==> src/rtl/axi_wr_arb_pkg.sv <==
// Shared types for the AXI write-channel arbiter.
// Struct layouts describe the default configuration of the arbiter.
package axi_wr_arb_pkg;

    localparam int AXI_NUM_M  = 4;
    localparam int AXI_IDX_W  = $clog2(AXI_NUM_M);
    localparam int AXI_ID_W   = 4;
    localparam int AXI_ADDR_W = 32;
    localparam int AXI_DATA_W = 32;

    typedef struct packed {
        logic [AXI_ID_W-1:0]   awid;
        logic [AXI_ADDR_W-1:0] awaddr;
        logic [7:0]            awlen;
        logic [2:0]            awsize;
        logic [1:0]            awburst;
    } aw_pld_t;

    typedef struct packed {
        logic [AXI_DATA_W-1:0]   wdata;
        logic [AXI_DATA_W/8-1:0] wstrb;
        logic                    wlast;
    } w_pld_t;

    typedef struct packed {
        logic [AXI_ID_W+AXI_IDX_W-1:0] bid;
        logic [1:0]                    bresp;
    } b_pld_t;

    localparam int AW_W = $bits(aw_pld_t);
    localparam int W_W  = $bits(w_pld_t);

    typedef enum logic [1:0] {
        IDLE = 2'd0,
        ADDR = 2'd1,
        DATA = 2'd2
    } state_e;

endpackage

==> src/rtl/axi_wr_arbiter_rr_pick.sv <==
// Combinational round-robin selector: first set request at or above ptr, with wrap.
module rr_pick
    import axi_wr_arb_pkg::*;
#(
    parameter int NUM_M = AXI_NUM_M,
    localparam int IDX_W = $clog2(NUM_M)
) (
    input  logic [NUM_M-1:0] req,
    input  logic [IDX_W-1:0] ptr,
    output logic [IDX_W-1:0] gnt_idx,
    output logic             any_req
);

    int               j;
    logic [IDX_W-1:0] jw;

    // Walk from farthest to nearest so the nearest set bit wins last.
    always_comb begin
        gnt_idx = '0;
        any_req = 1'b0;
        j       = 0;
        jw      = '0;
        for (int i = NUM_M - 1; i >= 0; i--) begin
            j  = (int'(ptr) + i) % NUM_M;
            jw = IDX_W'(j);
            if (req[jw]) begin
                gnt_idx = jw;
                any_req = 1'b1;
            end
        end
    end

endmodule

==> src/rtl/axi_wr_arbiter.sv <==
// Round-robin AXI write arbiter: AW grant held through the W burst,
// requester index prepended to AWID, B routed back by the upper ID bits.
module axi_wr_arbiter
    import axi_wr_arb_pkg::*;
#(
    parameter int NUM_M  = AXI_NUM_M,
    parameter int ID_W   = AXI_ID_W,
    parameter int ADDR_W = AXI_ADDR_W,
    parameter int DATA_W = AXI_DATA_W,
    localparam int IDX_W = $clog2(NUM_M),
    localparam int AW_PW = ID_W + ADDR_W + 13,
    localparam int W_PW  = DATA_W + DATA_W / 8 + 1
) (
    input  logic                        aclk,
    input  logic                        aresetn,
    input  logic [NUM_M-1:0]            s_aw_valid,
    output logic [NUM_M-1:0]            s_aw_ready,
    input  logic [NUM_M*AW_PW-1:0]      s_aw_pld,
    input  logic [NUM_M-1:0]            s_w_valid,
    output logic [NUM_M-1:0]            s_w_ready,
    input  logic [NUM_M*W_PW-1:0]       s_w_pld,
    output logic [NUM_M-1:0]            s_b_valid,
    input  logic [NUM_M-1:0]            s_b_ready,
    output logic [ID_W+1:0]             s_b_pld,
    output logic                        m_aw_valid,
    input  logic                        m_aw_ready,
    output logic [AW_PW+IDX_W-1:0]      m_aw_pld,
    output logic                        m_w_valid,
    input  logic                        m_w_ready,
    output logic [W_PW-1:0]             m_w_pld,
    input  logic                        m_b_valid,
    output logic                        m_b_ready,
    input  logic [ID_W+IDX_W+1:0]       m_b_pld
);

    state_e           state, state_n;
    logic [IDX_W-1:0] grant;
    logic [IDX_W-1:0] rr_ptr;
    logic [IDX_W-1:0] pick;
    logic             any_req;
    logic [AW_PW-1:0] aw_sel;
    logic [W_PW-1:0]  w_sel;
    logic             aw_go;
    logic             w_go;
    logic             w_done;
    logic [IDX_W-1:0] b_idx;

    rr_pick #(.NUM_M(NUM_M)) u_pick (
        .req     (s_aw_valid),
        .ptr     (rr_ptr),
        .gnt_idx (pick),
        .any_req (any_req)
    );

    assign aw_sel = s_aw_pld[int'(grant) * AW_PW +: AW_PW];
    assign w_sel  = s_w_pld[int'(grant) * W_PW +: W_PW];
    assign aw_go  = (state == ADDR) && s_aw_valid[grant] && m_aw_ready;
    assign w_go   = (state == DATA) && s_w_valid[grant] && m_w_ready;
    assign w_done = w_go && w_sel[0];

    always_ff @(posedge aclk or negedge aresetn) begin
        if (!aresetn) begin
            state  <= IDLE;
            grant  <= '0;
            rr_ptr <= '0;
        end else begin
            state <= state_n;
            if (state == IDLE && any_req) begin
                grant <= pick;
            end
            if (w_done) begin
                rr_ptr <= (int'(grant) == NUM_M - 1) ? '0 : grant + 1'b1;
            end
        end
    end

    always_comb begin
        state_n    = state;
        s_aw_ready = '0;
        s_w_ready  = '0;
        m_aw_valid = 1'b0;
        m_aw_pld   = '0;
        m_w_valid  = 1'b0;
        m_w_pld    = '0;
        unique case (state)
            IDLE: begin
                if (any_req) state_n = ADDR;
            end
            ADDR: begin
                m_aw_valid        = s_aw_valid[grant];
                m_aw_pld          = {grant, aw_sel};
                s_aw_ready[grant] = m_aw_ready;
                if (aw_go) state_n = DATA;
            end
            DATA: begin
                m_w_valid        = s_w_valid[grant];
                m_w_pld          = w_sel;
                s_w_ready[grant] = m_w_ready;
                if (w_done) state_n = IDLE;
            end
            default: state_n = IDLE;
        endcase
    end

    // Response routing is independent of the AW/W state machine.
    assign b_idx   = m_b_pld[ID_W+IDX_W+1 -: IDX_W];
    assign s_b_pld = m_b_pld[ID_W+1:0];

    always_comb begin
        s_b_valid = '0;
        m_b_ready = 1'b1;
        if (int'(b_idx) < NUM_M) begin
            s_b_valid[b_idx] = m_b_valid;
            m_b_ready        = s_b_ready[b_idx];
        end
    end

endmodule

==> config.mk <==
export PLATFORM = sky130hd
export DESIGN_NAME = axi_wr_arbiter
export DESIGN_NICKNAME = d
export VERILOG_FILES = /design/src/rtl/axi_wr_arb_pkg.sv /design/src/rtl/axi_wr_arbiter_rr_pick.sv /design/src/rtl/axi_wr_arbiter.sv
export SDC_FILE = /design/constraint.sdc
export NUM_CORES = 1
export LEC_CHECK = 0
export ABC_AREA = 1
export CAP_MARGIN = 5
export CORE_AREA = 2 2 187 189
export DETAILED_ROUTE_END_ITERATION = 7
export DIE_AREA = 0 0 189 191
export SLEW_MARGIN = 10
export SYNTH_ARGS = -nofsm -noshare
export SYNTH_HDL_FRONTEND = slang
export SYNTH_HIERARCHICAL = 1
export SYNTH_SLANG_ARGS = --single-unit
==> constraint.sdc <==
create_clock -name aclk -period 2.25 [get_ports aclk]
set_input_delay 0.675 -clock aclk [delete_from_list [all_inputs] [get_ports aclk]]
set_output_delay 0.675 -clock aclk [all_outputs]
set_load 0.02 [all_outputs]
==> results <==
## worst register-to-register path, delay by kind of cell (launching register included)
family | cells | cell delay [ns]
flops | 1 | 0.49
buf+inv | 4 | 0.63
simple gates | 6 | 0.51
## path summary, 6_finish.rpt
| kind | slack, ns | depth (start not counted) | startpoint | end |
|---|---|---|---|---|
| setup / recovery | -0.22 | 6 | s_aw_pld[46] | m_aw_pld[46] |
| hold / removal | 0.58 | 2 | rr_ptr[1]$_DFFE_PN0P_ | rr_ptr[1]$_DFFE_PN0P_ |
| setup reg to reg | 0.49 | 10 | grant[0]$_DFFE_PN0P_ | rr_ptr[0]$_DFFE_PN0P_ |
| hold reg to reg | 0.58 | 2 | rr_ptr[1]$_DFFE_PN0P_ | rr_ptr[1]$_DFFE_PN0P_ |
| max in group asynchronous | 1.28 | 1 | aresetn | grant[1]$_DFFE_PN0P_ |
| min in group asynchronous | 0.70 | 1 | aresetn | grant[0]$_DFFE_PN0P_ |
## cell type report
type / count / share of cell area (%)
Timing Repair Buffer: 583 / 57.4
Multi-Input combinational cell: 705 / 33.5
Tap cell: 455 / 5.51
Sequential cell: 6 / 1.53
Inverter: 27 / 1.28
Clock buffer: 4 / 0.763
## cell families (layout without fill, tap and decap cells)
family / after synthesis / after routing / share of synthesized area [%]
AO/OA/AOI/OAI: 260 / 260 / 34.7
adder cells (fa/ha/maj): 4 / 4 / 1.33
flip-flops: 6 / 6 / 3.99
AND/OR/NAND/NOR: 441 / 441 / 46.2
buffers and inverters: 102 / 614 / 13.8
## per-layer routing
layer	vias to the layer above	global-route usage [%]
li1	3668	-
met1	3357	16.2
met2	326	24.0
met3	44	2.26
met4	0	2.67
met5	-	0
## report_power, final
part	total, mW	switching (mW)	internal [mW]
sequential	0.243	0.0718	0.171
clock	0.307	0.0708	0.236
combinational	11.3	6.05	5.29
## state kept, by name, indices dropped and copies added, names as in the netlist
name / cells
rr_ptr: 2
grant: 2
state: 2
## cell usage after synthesis, drive strengths merged
cell type,n,share of area [%]
nand3,24,3.7
nand4,1,0.17
nor2,360,36
clkbuf,31,3.1
a21oi,88,12
and2,1,0.23
ha,4,1.3
dfrtp,6,4.0
o21ai,172,23
inv,26,2.9
nand2,51,5.6
nor3,4,0.53
clkinv,1,0.10
buf,44,7.7
## metrics by stage
step | hold WS, ns | setup WS [ns] | cells | total power, mW | utilization [%]
after floorplan | 0.379 | 0.102 | 813 | 5.17 | -
after global placement | 0.560 | -0.766 | 1737 | 9.62 | 27.6
after detailed placement | 0.572 | -0.748 | 1737 | 9.61 | 27.6
after CTS | 0.578 | -0.296 | 1752 | 10.4 | 28.1
after global routing | 0.673 | -0.269 | 1780 | 12.8 | 30.3
final | 0.579 | -0.224 | 1780 | 11.9 | 30.3
## timing repair
action	4_1_cts	5_1_grt
resized for setup	467	322
buffers inserted	7	16
endpoints found under the hold margin	0	0
hold buffers	0	0
gates cloned	4	15
pin swaps	37	63
endpoints found under the setup margin	103	103
==> flow_summary.json <==
{
  "syn_nets": 1186,
  "seq_area_frac_synth_pct": 3.99,
  "drive_above_1_share_pct": 26.0,
  "wl_met3_um": 1980,
  "tns_ns": -10.76,
  "met1_length_um": 11800,
  "slew_headroom_pct": 73.0,
  "fin_crit_sh_pct": 110,
  "ff_latch_area_sq_um": 158,
  "via_per_inst": 4.15,
  "routed_wirelength_um": 28800,
  "grt_pass1_vias": 6838,
  "post-dp-hpwl_um": 20600,
  "dr_total_vias": 7395,
  "num_io_pins": 478,
  "grt_pass1_wl_um": 37800,
  "core-area_sq_um": 34100,
  "cp_top_family": "buffers and inverters",
  "wl_per_cell_um": 16.2,
  "hold_path.class": "reg -> reg",
  "drtIter0Drc": 323,
  "max_freq_mhz": 404,
  "postLayoutCellArea_sq_um": 10300,
  "min_period_ns": 2.47,
  "rsz0062_at_grt": "true",
  "synth-seq-cells": 6,
  "die_w_um": 189,
  "syn_area_sq_um": 3760,
  "critPathKind": "in -> out",
  "grt_util_all_layers_pct": 13.2,
  "port_buffers": 465,
  "ir_drop_mv": 0.502,
  "syn2layout_area_growth_pct": 175,
  "p_leak_nw": 4.46,
  "cp_data_required_time_ns": 1.57,
  "clk_pin_slew_ns": 0.03,
  "cp_cell_sequence": "clkdlybuf4s50_1 -> nor2_4 -> nor2_1 -> o21ai_0 -> a21oi_1 -> buf_2",
  "finalSetupViolCount": 96,
  "cts_buffers": 3,
  "cts_max_level": 1,
  "outcome": "finished with violations",
  "drv_cap": 0,
  "worst_slack_ns": -0.224,
  "multi_input_area_sq_um": 3460,
  "crit_buf_inv": 2,
  "drc_errors": 0,
  "fin_skew_ns": 0.00377,
  "cp-end-kind": "primary output",
  "dr.pass1.iters": 5,
  "floorplan.initialDensity_pct": 11.0,
  "cp.arrival_ns": 1.80,
  "route.met2.wl_um": 14300,
  "clock_latency_ns": 0.24,
  "synth_warnings": 6,
  "grt-ovfl-total": 0,
  "violations": "negative setup slack",
  "path_max_fanout": 1,
  "slowest_stage": "clkdlybuf4s50_1",
  "layout.nets": 1699,
  "mostFrequentLayoutCell": "clkdlybuf4s50_1",
  "clock_sinks": 6,
  "die_area_sq_um": 36100,
  "syn_area_per_cell_sq_um": 4.63,
  "hold_violations": 0,
  "clk_path_buf_depth": 2,
  "antenna_cells": 0,
  "gp_congestion": 0.855,
  "fillers": 3710,
  "grt_max_degree": 39,
  "mostFrequentLayoutCells": "clkdlybuf4s50_1 (324), nor2_1 (298), buf_4 (145)",
  "place_area_sq_um": 9410,
  "synth_cells": 813,
  "power.density_nw_per_um2": 1150,
  "synthDistinctLibCells": 24,
  "die_h_um": 191,
  "slew_viol_final": 0,
  "grt_antenna_before_repair": 0,
  "start_kind": "primary input",
  "slowest_delay_ns": 0.52,
  "ant_nets": 0,
  "root_buffer": "clkbuf_16",
  "fp-row-count": 68,
  "cts_tree": "done",
  "tightest_slew_ns": 0.406,
  "top_layer_used": "met4"
}
Note: power is estimated with default switching activity, not from simulation.
